<file path="src/rtl/spi_memory_pkg.sv">
// rtl/spi_memory_pkg.sv - shared types and constants for the SPI byte memory
//
// Contents:
//   state_t          frame-level FSM states
//   ADDR_W, DATA_W   default address / data widths
//   RW_READ/RW_WRITE encoding of the R/W bit that follows the address
package spi_memory_pkg;

   localparam int ADDR_W = 7;
   localparam int DATA_W = 8;

   localparam logic RW_READ  = 1'b1;
   localparam logic RW_WRITE = 1'b0;

   typedef enum logic [2:0] {
      IDLE,
      GET_ADDR,
      WRITE,
      READ_LOAD,
      READ,
      DONE
   } state_t;

endpackage

</file>
<file path="src/rtl/spi_input_conditioner.sv">
// rtl/spi_input_conditioner.sv - pin synchronizer with registered edge strobes
//
// Ports:
//   clk, rst_n   system clock, asynchronous active-low reset
//   pin          raw asynchronous input
//   level        synchronized level (SYNC_STAGES flops after the pin)
//   rise, fall   single-clk strobes, SYNC_STAGES+1 clk after the pin edge
// RST_VAL is the idle level of the pin, so leaving reset never fakes an edge.
module spi_input_conditioner #(
   parameter int   SYNC_STAGES = 2,
   parameter logic RST_VAL     = 1'b0
) (
   input  logic clk,
   input  logic rst_n,
   input  logic pin,
   output logic level,
   output logic rise,
   output logic fall
);

   logic [SYNC_STAGES-1:0] sync_q;
   logic                   prev_q;

   assign level = sync_q[SYNC_STAGES-1];

   always_ff @(posedge clk or negedge rst_n) begin
      if (!rst_n) begin
         sync_q <= {SYNC_STAGES{RST_VAL}};
         prev_q <= RST_VAL;
         rise   <= 1'b0;
         fall   <= 1'b0;
      end else begin
         sync_q[0] <= pin;
         for (int i = 1; i < SYNC_STAGES; i++) begin
            sync_q[i] <= sync_q[i-1];
         end
         prev_q <= level;
         rise   <= level & ~prev_q;
         fall   <= ~level & prev_q;
      end
   end

endmodule

</file>
<file path="src/rtl/spi_memory.sv">
// rtl/spi_memory.sv - SPI-slave (mode 0) accessible byte memory
//
// Ports:
//   clk, rst_n   system clock (>= 8x SCLK), asynchronous active-low reset
//   sclk_pin     SPI clock, mode 0, asynchronous
//   cs_pin       chip select, active-low, asynchronous
//   miso_pin     serial data to master, MSB first
//   mosi_pin     serial data from master, MSB first
//   leds         low nibble of the last byte written or read
// Frame: A[ADDR_W-1:0], R/W (1 = read), D[DATA_W-1:0].
// Build option SPI_MEMORY_MISO_TRISTATE_EN: miso_pin floats (1'bz) when not
// reading instead of driving 0.
module spi_memory
   import spi_memory_pkg::*;
#(
   parameter int ADDR_W      = spi_memory_pkg::ADDR_W,
   parameter int DATA_W      = spi_memory_pkg::DATA_W,
   parameter int SYNC_STAGES = 2
) (
   input  logic       clk,
   input  logic       rst_n,
   input  logic       sclk_pin,
   input  logic       cs_pin,
   output logic       miso_pin,
   input  logic       mosi_pin,
   output logic [3:0] leds
);

   localparam int DEPTH = 2 ** ADDR_W;
   localparam int MAX_W = (ADDR_W > DATA_W) ? ADDR_W : DATA_W;
   localparam int CNT_W = $clog2(MAX_W + 1);

   // Last bit index of each phase: the header carries ADDR_W+1 bits
   localparam logic [CNT_W-1:0] ADDR_LAST = CNT_W'(ADDR_W);
   localparam logic [CNT_W-1:0] DATA_LAST = CNT_W'(DATA_W - 1);

   logic sclk_level, sclk_rise, sclk_fall;
   logic cs_level, cs_rise, cs_fall;
   logic mosi_level, mosi_rise, mosi_fall;

   spi_input_conditioner #(.SYNC_STAGES(SYNC_STAGES), .RST_VAL(1'b0)) u_sclk (
      .clk(clk), .rst_n(rst_n), .pin(sclk_pin),
      .level(sclk_level), .rise(sclk_rise), .fall(sclk_fall)
   );

   spi_input_conditioner #(.SYNC_STAGES(SYNC_STAGES), .RST_VAL(1'b1)) u_cs (
      .clk(clk), .rst_n(rst_n), .pin(cs_pin),
      .level(cs_level), .rise(cs_rise), .fall(cs_fall)
   );

   spi_input_conditioner #(.SYNC_STAGES(SYNC_STAGES), .RST_VAL(1'b0)) u_mosi (
      .clk(clk), .rst_n(rst_n), .pin(mosi_pin),
      .level(mosi_level), .rise(mosi_rise), .fall(mosi_fall)
   );

   // CS is handled by level, SCLK by strobes, MOSI by level only
   logic unused_strobes;
   assign unused_strobes = &{1'b0, sclk_level, cs_rise, mosi_rise, mosi_fall};

   state_t              state, state_next;
   logic [CNT_W-1:0]    bit_cnt;
   logic [ADDR_W-1:0]   addr_q;
   logic [DATA_W-1:0]   data_sr;
   logic [DATA_W-1:0]   out_sr;
   logic                first_fall;
   logic [DATA_W-1:0]   mem [DEPTH];
   logic [DATA_W-1:0]   wr_byte;
   logic                reading;

   // Byte as it stands once the current MOSI bit is included
   assign wr_byte = {data_sr[DATA_W-2:0], mosi_level};

   always_comb begin
      state_next = state;
      if (cs_level) begin
         // Deselect overrides everything, including a same-cycle SCLK edge
         state_next = IDLE;
      end else begin
         case (state)
            IDLE:      if (cs_fall) state_next = GET_ADDR;
            GET_ADDR:  if (sclk_rise && bit_cnt == ADDR_LAST)
                          state_next = (mosi_level == RW_READ) ? READ_LOAD : WRITE;
            READ_LOAD: state_next = READ;
            READ:      if (sclk_rise && bit_cnt == DATA_LAST) state_next = DONE;
            WRITE:     if (sclk_rise && bit_cnt == DATA_LAST) state_next = DONE;
            DONE:      state_next = DONE;
            default:   state_next = IDLE;
         endcase
      end
   end

   always_ff @(posedge clk or negedge rst_n) begin
      if (!rst_n) begin
         state      <= IDLE;
         bit_cnt    <= '0;
         addr_q     <= '0;
         data_sr    <= '0;
         out_sr     <= '0;
         first_fall <= 1'b0;
         leds       <= '0;
         for (int i = 0; i < DEPTH; i++) begin
            mem[i] <= '0;
         end
      end else begin
         state <= state_next;

         // Every phase starts counting from zero
         if (state_next != state) begin
            bit_cnt <= '0;
         end else if (sclk_rise && (state == GET_ADDR || state == WRITE || state == READ)) begin
            bit_cnt <= bit_cnt + CNT_W'(1);
         end

         case (state)
            GET_ADDR: begin
               // The final header bit is R/W, so it never enters the address
               if (sclk_rise && bit_cnt != ADDR_LAST) begin
                  addr_q <= {addr_q[ADDR_W-2:0], mosi_level};
               end
            end
            READ_LOAD: begin
               if (!cs_level) begin
                  out_sr     <= mem[addr_q];
                  leds       <= mem[addr_q][3:0];
                  first_fall <= 1'b1;
               end
            end
            READ: begin
               // D7 is already on the line; the first fall only presents it
               if (sclk_fall) begin
                  if (first_fall) begin
                     first_fall <= 1'b0;
                  end else begin
                     out_sr <= out_sr << 1;
                  end
               end
            end
            WRITE: begin
               if (sclk_rise) begin
                  data_sr <= wr_byte;
                  if (bit_cnt == DATA_LAST && !cs_level) begin
                     mem[addr_q] <= wr_byte;
                     leds        <= wr_byte[3:0];
                  end
               end
            end
            default: begin
            end
         endcase
      end
   end

   assign reading = (state == READ_LOAD) || (state == READ);

`ifdef SPI_MEMORY_MISO_TRISTATE_EN
   assign miso_pin = reading ? out_sr[DATA_W-1] : 1'bz;
`else
   assign miso_pin = reading & out_sr[DATA_W-1];
`endif

endmodule

</file>
<file path="config.mk">
export PLATFORM = sky130hd
export DESIGN_NAME = spi_memory
export DESIGN_NICKNAME = d
export VERILOG_FILES = /design/src/rtl/spi_memory_pkg.sv /design/src/rtl/spi_input_conditioner.sv /design/src/rtl/spi_memory.sv
export SDC_FILE = /design/constraint.sdc
export NUM_CORES = 2
export LEC_CHECK = 0
export ABC_AREA = 1
export CORE_MARGIN = 1.5
export CORE_UTILIZATION = 60
export DETAILED_ROUTE_END_ITERATION = 16
export HOLD_SLACK_MARGIN = 0.03
export PLACE_DENSITY_LB_ADDON = 0.1
export SLEW_MARGIN = 20
export SYNTH_ARGS = -nofsm -noshare
export SYNTH_HDL_FRONTEND = slang
export SYNTH_SLANG_ARGS = --single-unit
</file>
<file path="constraint.sdc">
create_clock -name clk -period 4.6 [get_ports clk]
set_input_delay 0.92 -clock clk [delete_from_list [all_inputs] [get_ports clk]]
set_output_delay 0.92 -clock clk [all_outputs]
set_load 0.1 [all_outputs]
</file>
# After elaboration in Yosys (flattened, before gate mapping)
# Cells that the tools add are included.
[classes] add_sub_neg=1 order_cmp=2 n_eq_ne=13 mux=25 bitwise_logic=8 n_reduce_logical=20
[ops] op="$bwmux W1024" n=1
[ops] op="$bmux W8 S7" n=1
[ops] op="$demux W8 S7" n=1
[ops] op="$mux W8" n=6
[ops] op="$mux W4" n=5
[ops] op="$pmux W8 S2" n=1
[ops] op="$pmux W3 S5" n=1
[ops] op="$mux W3" n=4
[ops] op="$ge A8 B8 Y1 const B" n=1
[ops] op="$lt A8 B1 Y1 const B" n=1
[ops] op="$not A7 Y8" n=1
[ops] op="$pmux W4 S2" n=1
[ops] op="$reduce_and A4 Y1" n=2
[ops] op="$eq A3 B2 Y1 const B" n=2
[ops] op="$eq A3 B3 Y1 const B" n=2
[ops] op="$ne A2 B1 Y1 const B" n=3
[ops] op="$reduce_and A3 Y1" n=2
[ops] op="$reduce_bool A2 Y1" n=3
[ops] op="$logic_and A1 B1 Y1" n=5
[ops] op="$add A4 B1 Y4 const B" n=1
[ops] op="$and A1 B1 Y1" n=4
[ops] op="$eq A4 B3 Y1 const B" n=1
[ops] op="$ne A2 B2 Y1 const B" n=2
[ops] op="$ne A4 B3 Y1 const B" n=1
[ops] op="other kinds (10)" n=17
[word_totals] reg_bits=1069 output_inout_bits=5 wordCells=212

# Depth between registers and ports, before layout
[depth] ltp_word=7 depth_mapped=17 mapped_depth_nobuf=14

# Hierarchy
# Synthesis repeated with hierarchy kept, for this count alone.
[hier_totals] hier_cells=6559 hier_area_um2=51418.1
[by_module_without_submodules] mod="spi_memory" instances=1 cells_per_inst=6532 area_per_inst_um2=50993.9
[by_module_without_submodules] mod="spi_input_conditioner (u_mosi ...)" instances=2 cells_per_inst=9 area_per_inst_um2=140.1
[by_module_without_submodules] mod="spi_input_conditioner (u_cs)" instances=1 cells_per_inst=9 area_per_inst_um2=143.9

# Worst setup path after synthesis
# OpenSTA, ideal clock, no wires.
[synth_path] kind="reg-to-output" startpoint="register state[0]" endpoint="output miso_pin" arrival_ns=3.090 t_required_ns=3.680 slack_ns=0.590 path_stages_with_launch=5 n_path_buf=1 cell_sequence="dfrtp_1 -> nor2_1 -> nand2_1 -> clkbuf_1 -> a21boi_0"
[synth_between] elab_chain_len=3
[synth_lines] item="start, declared" line="spi_memory.sv:60" text="state_t state, state_next;"
[synth_lines] item="start signal, assigned" line="spi_memory.sv:105" text="state <= state_next;"
[synth_lines] item="$eq A3 B2 Y1 or $eq A3 B3 Y1 (tied branches)" line="spi_memory.sv:153" text="assign reading = (state == READ_LOAD) || (state == READ);"
[synth_lines] item="$logic_or A1 B1 Y1 *" line="spi_memory.sv:153"
[synth_lines] item="$and A1 B1 Y1 *" line="spi_memory.sv:158" text="assign miso_pin = reading & out_sr[DATA_W-1];"
[synth_lines] item="end, declared" line="spi_memory.sv:24" text="output logic miso_pin,"
# Every way passes the cells marked *; elsewhere a longest branch is shown, timed or not.

# Worst setup path after layout
# Ends and elaborated chain as after synthesis.

==> results.md <==
* Status: finished, final reports clean
* Core ar. at 0.08515 mm2
* Initial antenna violation count at 0
* Finished Cell Area at 0.05538 mm2
* Max VDD drop at 0.0004013 V
* Crit path DAT at 2620 ps
* P_int at 15,870 uW
* FP Rows at 107
* Vias in the first global route at 39.60k
* Max Cap Viol at 0
* Worst setup SP type: register
* Post-route clock skew at 25.78 ps
* Sw frac at 30.07%
* CP required at 3680 ps
* IO Pins at 10
* Unrepaired setup endpoints after global routing: no
* Gr ovfl total at 0
* CTS Root Cell: clkbuf_16
* PostCTS Resize Cnt at 0
* YS warnings at 0
* Placed insts at 7,337
* Critical R2R Capture: out_sr[1]
* Pin count of the biggest net entering global routing at 205
* DIE AREA at 0.08757 mm2
* Layout cells sized above 1 at 7.907%
* Area of the multi-input gates at 0.01999 mm2
* Clock Latency Late Sink at 700 ps
* H-tree depth at 3
* Worst reg2reg path depth at 15
* Worst R2R Start: addr_q[0]
* # DRC at 0
* # fillers at 7,408
* Overall routed net length at 140.5 mm
* CTS Buf Count at 112
* Setup Crit Path Kind: register to primary output
* Post-synth top area share at 51.81%
* CP Capture Type: primary output
* Post-Place Cell Area at 0.05162 mm2
* Register Area at 0.02676 mm2
* Post-synthesis net count at 6,548
* Type of the worst min-delay path: input port to async pin
* Iter 0 DRT Violations at 4,219
* Via count at 41.77k
* Post-route setup TNS at 0 ps
* Slew Limit Fails at 0
* Cell Area, Synth at 0.05149 mm2
* Final worst path period share at 76.85%
* Clock slew at reported path FFs at 60 ps
* Die Y at 295.9 um
* Comb pwr share at 17.8%
* Synth top area cells: dfrtp_1, nand2_1, o21ai_0
* Area grow syn2layout at 7.563%
* Finished Layout Cells at 7,543
* Final core utilization at 65.04%
* Pwr/cell area at 409.9 mW/mm2
* Die Span X at 295.9 um
* Initial core utilization at 60.47%
* Clock share of power at 40.5%
* Hold Buf Count CTS at 0
* Pleak at 0.02660 uW
* Clock sinks at 1,069
* R2R setup slack at 1230 ps
* Rel. slew slack at 22.89%
* Final Critical Period at 3535 ps
* Setup bufs post-CTS at 0
* P_sw at 6825 uW
* Total Routing Usage GR at 32.93%
* First-pass GRT wire length at 225.6 mm
* Tightest Pin Transition at 1157 ps
* Port Buffer Count at 9
* DR pass1 iterations at 6
* GPL Wtd Cong at 0.8581
* DP Wirelength at 83.56 mm
* Endpoints failing setup at 0
* Seq/Total Area, Yosys at 51.96%
* Fmax at 282.9 MHz
* CTS tree: yes
* Distinct cells, synth at 33
* Sequential cell fraction of total power at 41.7%
* Nets at 6,313
* Post-DR vias/cell at 5.537
* Synthesized area per cell at 7.870 um2
* Number of synthesized register bits at 1,069
* Ant diodes at 0
* CTS max path bufs at 3
* Antenna-violating nets left at 0
* Top cell type by total area after synthesis: dfrtp_1
* CP Max Fanout at 17
* Post-synthesis cell count at 6,542
* Routed WL per cell at 18.62 um
* Hold Fails Final Rpt at 0
==> cell usage in the layout (no fill, tap or decap), types with 24 or more instances in the layout <==
| cell type | netlist | routed |
|---|---|---|
| nor2_1 | 465 | 462 |
| clkbuf_8 | 0 | 32 |
| o21ai_0 | 706 | 706 |
| nand3_1 | 292 | 292 |
| inv_1 | 654 | 645 |
| o21ai_2 | 27 | 27 |
| clkbuf_16 | 0 | 114 |
| nand2_1 | 2090 | 2089 |
| buf_4 | 2 | 58 |
| clkinv_2 | 0 | 24 |
| dfrtp_1 | 1066 | 1065 |
| or2_2 | 92 | 92 |
| nand2_4 | 77 | 78 |
| o211ai_1 | 116 | 116 |
| o21ai_1 | 471 | 471 |
==> worst max-delay path by stage <==
stage	from	to	slack (ps)	cells after the start
6_report	state[0]	miso_pin	1060	4
5_1_grt	state[0]	miso_pin	940	4
4_1_cts	state[0]	miso_pin	950	4
3_5_place_dp	addr_q[0]	out_sr[1]	1260	16
3_3_place_gp	addr_q[0]	out_sr[3]	1320	16
2_1_floorplan	state[0]	miso_pin	590	4
==> stage by stage <==
step	hold WS [ps]	power, uW	setup slack [ps]
after floorplan	331.2	12190	590.3
after global placement	333.3	13590	1317
after detailed placement	340.2	13600	1260
after CTS	193.1	22750	945.1
after global routing	202.7	23600	936.6
final	196.3	22700	1065
==> sequential cells by signal, indices dropped and copies added, names as in the netlist <==
register,flops
mem,1024
state,3
u_sclk.prev_q,1
u_mosi.sync_q,2
leds,4
u_cs.fall,1
u_cs.sync_q,2
u_sclk.sync_q,2
u_cs.prev_q,1
addr_q,7
first_fall,1
out_sr,8
u_sclk.rise,1
u_sclk.fall,1
data_sr,7
bit_cnt,4
==> worst max-delay path: stages, from the launching register on <==
cell and delay (ps):
dfrtp_1 400, nor2_1 160, nand2_1 450, a21boi_0 540
buf_4 370
==> power groups by stage <==
| stage | Clock, uW | Combinational (uW) | Sequential, uW |
|---|---|---|---|
| 4_1_cts | 9300 | 3970 | 9480 |
| 3_3_place_gp | 0 | 3950 | 9650 |
| 6_report | 9190 | 4030 | 9480 |
| 5_1_grt | 9690 | 4440 | 9470 |
| 3_5_place_dp | 0 | 3950 | 9650 |
| 2_1_floorplan | 0 | 2590 | 9600 |
==> synthesized netlist by cell type <==
| library cell | count |
|---|---|
| a21boi_0 | 1 |
| a21oi_1 | 6 |
| buf_1 | 22 |
| buf_2 | 106 |
| buf_4 | 2 |
| buf_6 | 66 |
| buf_8 | 4 |
| clkbuf_1 | 236 |
| clkinv_1 | 1 |
| dfrtp_1 | 1066 |
| dfstp_2 | 3 |
| ha_1 | 1 |
| inv_1 | 654 |
| nand2_1 | 2090 |
| nand2_2 | 4 |
| nand2_4 | 77 |
| nand3_1 | 292 |
| nand3_4 | 1 |
| nand4_1 | 5 |
| nor2_1 | 465 |
| nor2_2 | 5 |
| nor2_4 | 9 |
| nor3_1 | 1 |
| nor3_4 | 2 |
| nor4_4 | 6 |
| o2111ai_1 | 1 |
| o211ai_1 | 116 |
| o21ai_0 | 706 |
| o21ai_1 | 471 |
| o21ai_2 | 27 |
| o22ai_1 | 1 |
| or2_2 | 92 |
| xor2_1 | 3 |
==> logic make-up after synthesis <==
family / after synthesis / synth area share, %
simple gates: 3049 / 24.99
compound gates: 1329 / 13.69
flops: 1069 / 51.96
buf+inv: 1091 / 9.276
fa+ha+maj: 1 / 0.02430
xor+xnor: 3 / 0.05104
==> metal layers <==
metal / GRT usage (%) / wire [um]
met1: 47.89 / 62250
met3: 4.931 / 10010
met2: 51.20 / 64000
met4: 10.24 / 4224
met5: 0 / 0
==> layout make-up <==
| class | instances | share of cell area (%) |
|---|---|---|
| clock buffer | 167 | 6.089 |
| multi-input combinational | 4382 | 36.09 |
| inverter | 655 | 4.525 |
| timing repair buffer | 87 | 1.699 |
| clock inverter | 39 | 0.6959 |
| tap | 1144 | 2.585 |
| sequential | 1069 | 48.32 |
No activity file was read; power rests on OpenSTA's default activity.
